[config.mk]
export PLATFORM = sky130hd
export DESIGN_NAME = fir_xifu_ctrl
export DESIGN_NICKNAME = d
export VERILOG_FILES = /design/src/rtl/fir_xifu_ctrl.sv
export SDC_FILE = /design/constraint.sdc
export NUM_CORES = 1
export LEC_CHECK = 0
export CAP_MARGIN = 10
export CORE_MARGIN = 4
export CORE_UTILIZATION = 41
export DETAILED_ROUTE_END_ITERATION = 10
export PLACE_DENSITY = 0.74
export SLEW_MARGIN = 10
export SYNTH_ARGS = -nofsm -noshare
export SYNTH_HDL_FRONTEND = slang
export SYNTH_SLANG_ARGS = --single-unit
[constraint.sdc]
create_clock -name clk_i -period 2.81 [get_ports clk_i]
set_clock_uncertainty 0.15 [all_clocks]
set_input_delay 0.281 -clock clk_i [delete_from_list [all_inputs] [get_ports clk_i]]
set_output_delay 0.281 -clock clk_i [all_outputs]
set_load 0.005 [all_outputs]
[src/rtl/fir_xifu_ctrl.sv]
// Instruction-lifecycle controller for the FIR XIFU pipeline: per-ID issue/commit/kill/retire
// tracking, commit/kill vectors for EX, LSU request gating and pipeline stall/flush generation.
module fir_xifu_ctrl #(
    parameter int unsigned NUM_ID = 4,
    parameter int unsigned ID_W   = $clog2(NUM_ID)
) (
    input  logic              clk_i,
    input  logic              rst_ni,
    input  logic              issue_valid_i,
    input  logic              issue_accept_i,
    input  logic [ID_W-1:0]   issue_id_i,
    output logic              issue_ready_o,
    input  logic              commit_valid_i,
    input  logic [ID_W-1:0]   commit_id_i,
    input  logic              commit_kill_i,
    input  logic              ex_valid_i,
    input  logic [ID_W-1:0]   ex_id_i,
    input  logic              ex_is_load_i,
    input  logic              ex_is_store_i,
    input  logic              mem_ready_i,
    input  logic              mem_result_valid_i,
    input  logic              retire_valid_i,
    input  logic [ID_W-1:0]   retire_id_i,
    input  logic              wb_ready_i,
    output logic [NUM_ID-1:0] commit_o,
    output logic [NUM_ID-1:0] kill_o,
    output logic              mem_allow_o,
    output logic              pipe_ready_o,
    output logic              clear_o,
    output logic [ID_W:0]     outstanding_o,
    output logic              err_o
);
    localparam int unsigned CNT_W = ID_W + 1;

    typedef enum logic [1:0] {
        FREE      = 2'd0,
        ISSUED    = 2'd1,
        COMMITTED = 2'd2,
        KILLED    = 2'd3
    } id_state_e;

    id_state_e         state_q [NUM_ID];
    id_state_e         state_d [NUM_ID];
    logic              load_pending_q;
    logic              issue_fire;
    logic [NUM_ID-1:0] issue_hit;
    logic [NUM_ID-1:0] commit_hit;
    logic [NUM_ID-1:0] retire_hit;
    logic              err_evt;
    logic [CNT_W-1:0]  busy_cnt;
    logic              memop;
    logic              killed_ex;
    logic              stall;
    logic              load_hs;

    assign issue_ready_o = (state_q[issue_id_i] == FREE);
    assign issue_fire    = issue_valid_i & issue_accept_i & issue_ready_o;

    // Per-ID event decode plus the same-cycle commit/kill bypass vectors
    always_comb begin
        issue_hit  = '0;
        commit_hit = '0;
        retire_hit = '0;
        commit_o   = '0;
        kill_o     = '0;
        for (int unsigned i = 0; i < NUM_ID; i++) begin
            issue_hit[i]  = issue_fire && (issue_id_i == ID_W'(i));
            commit_hit[i] = commit_valid_i && (commit_id_i == ID_W'(i));
            retire_hit[i] = retire_valid_i && (retire_id_i == ID_W'(i));
            commit_o[i]   = (state_q[i] == COMMITTED) || (commit_hit[i] && !commit_kill_i);
            kill_o[i]     = (state_q[i] == KILLED) || (commit_hit[i] && commit_kill_i);
        end
    end

    // Next-state per ID; illegal events raise err_evt and leave the state alone
    always_comb begin
        err_evt = 1'b0;
        for (int unsigned i = 0; i < NUM_ID; i++) begin
            state_d[i] = state_q[i];
            case (state_q[i])
                FREE: begin
                    if (issue_hit[i]) begin
                        if (!commit_hit[i]) begin
                            state_d[i] = ISSUED;
                        end else if (commit_kill_i) begin
                            state_d[i] = KILLED;
                        end else begin
                            state_d[i] = COMMITTED;
                        end
                    end else if (commit_hit[i]) begin
                        err_evt = 1'b1;
                    end
                end
                ISSUED: begin
                    if (commit_hit[i]) begin
                        if (commit_kill_i) begin
                            state_d[i] = KILLED;
                        end else begin
                            state_d[i] = COMMITTED;
                        end
                    end
                end
                COMMITTED: begin
                    if (commit_hit[i]) begin
                        err_evt = 1'b1;
                    end
                    if (retire_hit[i]) begin
                        state_d[i] = FREE;
                    end
                end
                KILLED: begin
                    state_d[i] = FREE;
                    if (commit_hit[i]) begin
                        err_evt = 1'b1;
                    end
                end
            endcase
            if (retire_hit[i] && (state_q[i] != COMMITTED)) begin
                err_evt = 1'b1;
            end
        end
    end

    // Occupancy of the next state so the registered count tracks the ID states exactly
    always_comb begin
        busy_cnt = '0;
        for (int unsigned i = 0; i < NUM_ID; i++) begin
            busy_cnt = busy_cnt + CNT_W'(state_d[i] != FREE);
        end
    end

    assign memop        = ex_is_load_i | ex_is_store_i;
    assign killed_ex    = kill_o[ex_id_i];
    assign mem_allow_o  = ex_valid_i & memop & ~killed_ex & ~load_pending_q
                        & (ex_is_load_i | commit_o[ex_id_i]);
    assign stall        = ex_valid_i & ~killed_ex & memop & ~(mem_allow_o & mem_ready_i);
    assign pipe_ready_o = wb_ready_i & ~stall;
    assign clear_o      = ex_valid_i & killed_ex;
    assign load_hs      = ex_valid_i & ex_is_load_i & mem_allow_o & mem_ready_i & pipe_ready_o;

    always_ff @(posedge clk_i or negedge rst_ni) begin
        if (!rst_ni) begin
            for (int unsigned i = 0; i < NUM_ID; i++) begin
                state_q[i] <= FREE;
            end
            load_pending_q <= 1'b0;
            outstanding_o  <= '0;
            err_o          <= 1'b0;
        end else begin
            for (int unsigned i = 0; i < NUM_ID; i++) begin
                state_q[i] <= state_d[i];
            end
            load_pending_q <= load_hs | (load_pending_q & ~mem_result_valid_i);
            outstanding_o  <= busy_cnt;
            err_o          <= err_o | err_evt;
        end
    end

endmodule

* After elaboration in Yosys (flattened, before gate mapping) *
Index checks and enable logic that the tools add are counted.

cells by class
  $add $sub $neg = 3
  $lt $le $gt $ge = 2
  eq/ne operators = 25
  mux-type cells = 44
  bitwise gates (word level) = 27
  reduce and logical (&&, ||, !) cells = 49

operators by type and width
  operator                                                                       number
  2-bit two-way mux                                                              18
  2-bit case mux with 4 select lines                                             4
  2-bit == test (second input constant)                                          14
  1-bit logical AND                                                              24
  1-bit AND                                                                      17
  2-bit logical NOT                                                              8
  1-bit two-way mux                                                              15
  2-bit by 1-bit == test with 1-bit output (second input constant)               7
  1-bit logical OR                                                               8
  2-bit != test (second input constant)                                          4
  1-bit case mux with 2 select lines                                             4
  2-bit nonzero test                                                             4
  2-bit OR reduction                                                             4
  1-bit NOT                                                                      5
  1-bit binary-select mux with 2-bit select                                      2
  2-bit binary-select mux with 2-bit select                                      1
  1-bit OR                                                                       4
  2-bit by 1-bit adder with 3-bit output                                         1
  3-bit by 1-bit adder with 3-bit output                                         1
  3-bit >= comparator (second input constant)                                    1
  2-bit by 3-bit less-than comparator with 1-bit output (second input constant)  1
  2-bit NOT with 3-bit output                                                    1
  1-bit by 1-bit adder with 2-bit output                                         1
  1-bit logical NOT                                                              1

word-level totals
  register bits = 13
  input bits = 21
  logic and storage cells = 157

* Depth between registers and ports, before layout *
  word-level depth = 23
  gate-level depth with buffers = 7
  gate-level depth less buffers = 7

* Least setup slack after synthesis *
OpenSTA, ideal clock, no wires.

  kind = input -> register
  from = input port issue_id_i[1]
  to = register outstanding_o[1]
  library setup time = 0.126 ns
  data arrival time = 1.812 ns
  required time = 2.534 ns
  path slack = 0.722 ns
  cell stages on the path = 7
  buffers on the path = 0
  cell sequence = nor4bb_1 o21bai_1 and2_1 fa_1 inv_1 ha_1 ha_1

on the way
  cells in the longest elaborated chain, start to end = 13

RTL lines
  what                                                  line  RTL
  start, declared                                       11    input logic [ID_W-1:0] issue_id_i,
  2-bit NOT with 3-bit output (not written as such)     56    assign issue_ready_o = (state_q[issue_id_i] == FREE);
  2-bit binary-select mux with 2-bit select             56
  2-bit two-way mux (not written as such) (2 in a row)  56
  2-bit logical NOT                                     56
  1-bit AND                                             57    assign issue_fire = issue_valid_i & issue_accept_i & issue_ready_o;
  1-bit logical AND                                     67    issue_hit[i] = issue_fire && (issue_id_i == ID_W'(i));
  2-bit two-way mux                                     82    if (issue_hit[i]) begin
  2-bit case mux with 4 select lines                    80    case (state_q[i])
  2-bit nonzero test                                    128   busy_cnt = busy_cnt + CNT_W'(state_d[i] != FREE);
  1-bit by 1-bit adder with 2-bit output                128
  2-bit by 1-bit adder with 3-bit output                128
  3-bit by 1-bit adder with 3-bit output *              128
  net busy_cnt[1]                                       50    logic [CNT_W-1:0] busy_cnt;
  end signal, assigned                                  154   outstanding_o <= busy_cnt;
  end, declared                                         30    output logic [ID_W:0] outstanding_o,

Mark *: on every way through the listed nets, which the timed path passes. The rest lies on a longest branch. The select of a mux whose other input is x is not followed.

* Worst setup path in the final report *
  from = input port ex_id_i[1]
  to = output port mem_allow_o

on the way
  cells in the longest elaborated chain, start to end = 6

RTL lines
  what                                       line  RTL
  start, declared                            17    input logic [ID_W-1:0] ex_id_i,
  1-bit binary-select mux with 2-bit select  133   assign killed_ex = kill_o[ex_id_i];
  1-bit two-way mux (not written as such)    133
  1-bit NOT                                  134   assign mem_allow_o = ex_valid_i & memop & ~killed_ex & ~load_pending_q
  1-bit AND (2 in a row)                     134
  1-bit AND *                                135   & (ex_is_load_i | commit_o[ex_id_i]);
  end, declared                              27    output logic mem_allow_o,

Every way passes the cells marked *; elsewhere a longest branch is shown, timed or not. The select of a mux whose other input is x is not followed.

==> results.toml <==
[run_status]
status = "completed"

[critical_path]
max_stage_delay_ns = 0.56
cp.required_ns = 2.38
crit_chain = "clkdlybuf4s50_1 -> a21oi_1 -> a32oi_2 -> o22a_1 -> nor4_2 -> clkdlybuf4s50_1"
worstSetupEndpoint = "mem_allow_o"
critPathMaxFanout = 8
arrival_ns = 2.21
endpoint_kind = "output pin"
r2r_start = "state_q[7]$_DFF_PN0_"
cpMostUsedCell = "clkdlybuf4s50_1"
start_kind = "input port"
slowest_stage = "clkdlybuf4s50_1"
critPathLaunch = "ex_id_i[1]"
rr_endpoint = "outstanding_o[1]$_DFF_PN0_"
rrSetupSlack_ns = 0.49
crit_type = "input port to output pin"
reg2regPathDepth = 7

[clocking]
cts_hold_buf = 0
htree_levels = 1
cts.sinks = 13
cts_root_buf = "clkbuf_4"
numCtsBuffers = 3
ctsLongestPathBuffers = 2
cts_setup_buffers = 0
cts_tree = "yes"
cts.clk_slew.worst_paths_ns = 0.09
clk_latency_ns = 0.29

[global_route]
grt_pass1_vias = 1052
grt_antenna_before_repair = 0
grt_max_degree = 14
grt_overflow = 0
gr-usage-all-layers = 0.1793
grt_first_pass_wirelength_um = 4678

[pwr]
power.density_nw_per_um2 = 637.7
seqPwrFrac = 0.333
ir_worst_vdd_mv = 0.5996
internal-power_mw = 0.5901
p_total_mw = 0.9631
p_leak_nw = 0.6829
switching_share = 0.3873
switchingPower_mw = 0.3730
pwr-share-comb = 0.540
clkPwrFrac = 0.127

[synthesis]
synthFlopType = "dfrtp_1"
ys_async_sr_fraction = 1.000
synth_seq_area_share = 0.3118
synthesis.nets = 143
syn_inst = 119
syn_area_per_cell_sq_um = 8.769
synth-edff-count = 0
synth_seq_cells = 13
syn_area_sq_um = 1044
yosys_warnings = 0
ys_types = 46

[routing]
wl_per_cell_um = 15.45
drtIter0Drc = 46
dr.pass1.iters = 4
drc = 0
vias_per_cell = 5.672
ant_nets = 0
drt-total-wl_um = 2966
vias = 1089

[die]
start_util = 0.4251
dieArea_sq_um = 3416
rows = 18
core_area_sq_um = 2455
fp.dieW_um = 58.45
io-pin-count = 37
die_y_um = 58.45

[timing]
setup_viol_count_final = 0
fin_ws_ns = 0.1692
finalCriticalPeriod_ns = 2.641
tightest_slew_ns = 0.5858
period_share = 0.9398
holdWs_ns = 0.1986
rsz0062_at_grt = "false"
max_freq_mhz = 378.7
max_slew_margin = 0.6083
hold_viol_final = 0
tns_ns = 0
slew_viol_final = 0

[cells_and_area]
drive_above_1_share = 0.1111
areaGrowthSynthToFinish_pct = 44.72
design_area_sq_um = 1510
num_antenna_cells = 0
layout_common_cells = "clkdlybuf4s50_1 (32), nor2_1 (13), nand2_1 (13), dfrtp_1 (13), nand2b_1 (8)"
num-fill-cells = 226
final_cell_count_no_fill = 192
multiInputGateArea_sq_um = 681.9
register_area_sq_um = 325.3
final_common_cell = "clkdlybuf4s50_1"
final_core_util = 0.6152
finalNetCount = 187

[flow_run]
cap_viol_max_count = 0

[placement]
routabilityCongestion = 0.9267
place_ws_ns = -0.03137
portBuffers = 36
placed_area_sq_um = 1460
hpwl_um = 2345
placed_cells = 188

[worst_hold_path]
holdCritPathClass = "input port to asynchronous set/reset pin"
==> power by group through the flow <==
stage          Sequential, mW  Combinational (mW)  Clock [mW]
2_1_floorplan           0.307               0.281           0
3_3_place_gp            0.323               0.501           0
3_5_place_dp            0.323               0.513           0
4_1_cts                 0.320               0.518       0.122
5_1_grt                 0.337               0.578       0.133
6_report                0.321               0.520       0.123
==> logic make-up after synthesis <==
kind of cell / synth area share
and+or+nand+nor: 0.3369
AOI/OAI and AO/OA: 0.2266
DFF: 0.3117
buffers and inverters: 0.05036
adders and majority gates: 0.04316
muxes: 0.03117
==> worst max-delay path: cells and delay by family <==
family	cells	cell delay (ns)
buffers and inverters	2	1.10
AO/OA/AOI/OAI	3	0.60
AND/OR/NAND/NOR	1	0.24
==> sequential cells by signal, indices dropped and copies added, names as in the netlist <==
| signal | count |
|---|---|
| state_q | 8 |
| outstanding_o | 3 |
| err_o | 1 |
| load_pending_q | 1 |
==> area by class of cell <==
class,instances,area share
clock buffers,3,0.01491
clock inverters,1,0.003314
inverters,5,0.01243
multi-input cells,97,0.4515
flip-flops and latches,13,0.2154
well taps,30,0.02485
repair buffers,43,0.2775
==> cells in the mapped netlist, types with 2 or more instances <==
cell type	instances	area [sq um]
nor2_1	13	48.80
and4b_1	2	20.02
ha_1	2	25.02
nand3_1	5	25.02
nor2b_1	4	25.02
nand4b_1	3	26.28
dfrtp_1	13	325.3
a32oi_1	2	17.52
a21oi_1	6	30.03
inv_1	5	18.77
nor3_1	2	10.01
o21bai_1	3	22.52
nand2b_1	8	50.05
o21ai_0	3	15.01
nand2_1	13	48.80
and2_1	2	12.51
nand4bb_1	2	22.52
buf_4	2	15.01
o31ai_1	2	15.01
==> how the worst min path moves through the flow <==
stage                         start                          to  slack, ns  depth (start not counted)
global route                 rst_ni  outstanding_o[2]$_DFF_PN0_       0.25                          1
detailed placement  err_o$_DFF_PN0_             err_o$_DFF_PN0_       0.35                          2
floorplan                    rst_ni             err_o$_DFF_PN0_      -0.16                          0
finish                       rst_ni  outstanding_o[2]$_DFF_PN0_       0.20                          1
global placement    err_o$_DFF_PN0_             err_o$_DFF_PN0_       0.35                          2
CTS                          rst_ni  outstanding_o[2]$_DFF_PN0_       0.22                          1
==> layer usage <==
layer / vias up / track usage / part of all wire
met5: - / 0 / 0
met2: 43 / 0.2743 / 0.46
li1: 531 / - / -
met3: 4 / 0.02632 / 0.075
met4: 0 / 0.05960 / 0.016
met1: 511 / 0.2586 / 0.45
==> what timing repair did <==
| item | 4_1_cts | 5_1_grt |
|---|---|---|
| hold endpoints to repair | 0 | 0 |
| resized for setup | 2 | 4 |
| setup endpoints to repair | 2 | 3 |
(Power assumes the default switching activity.)
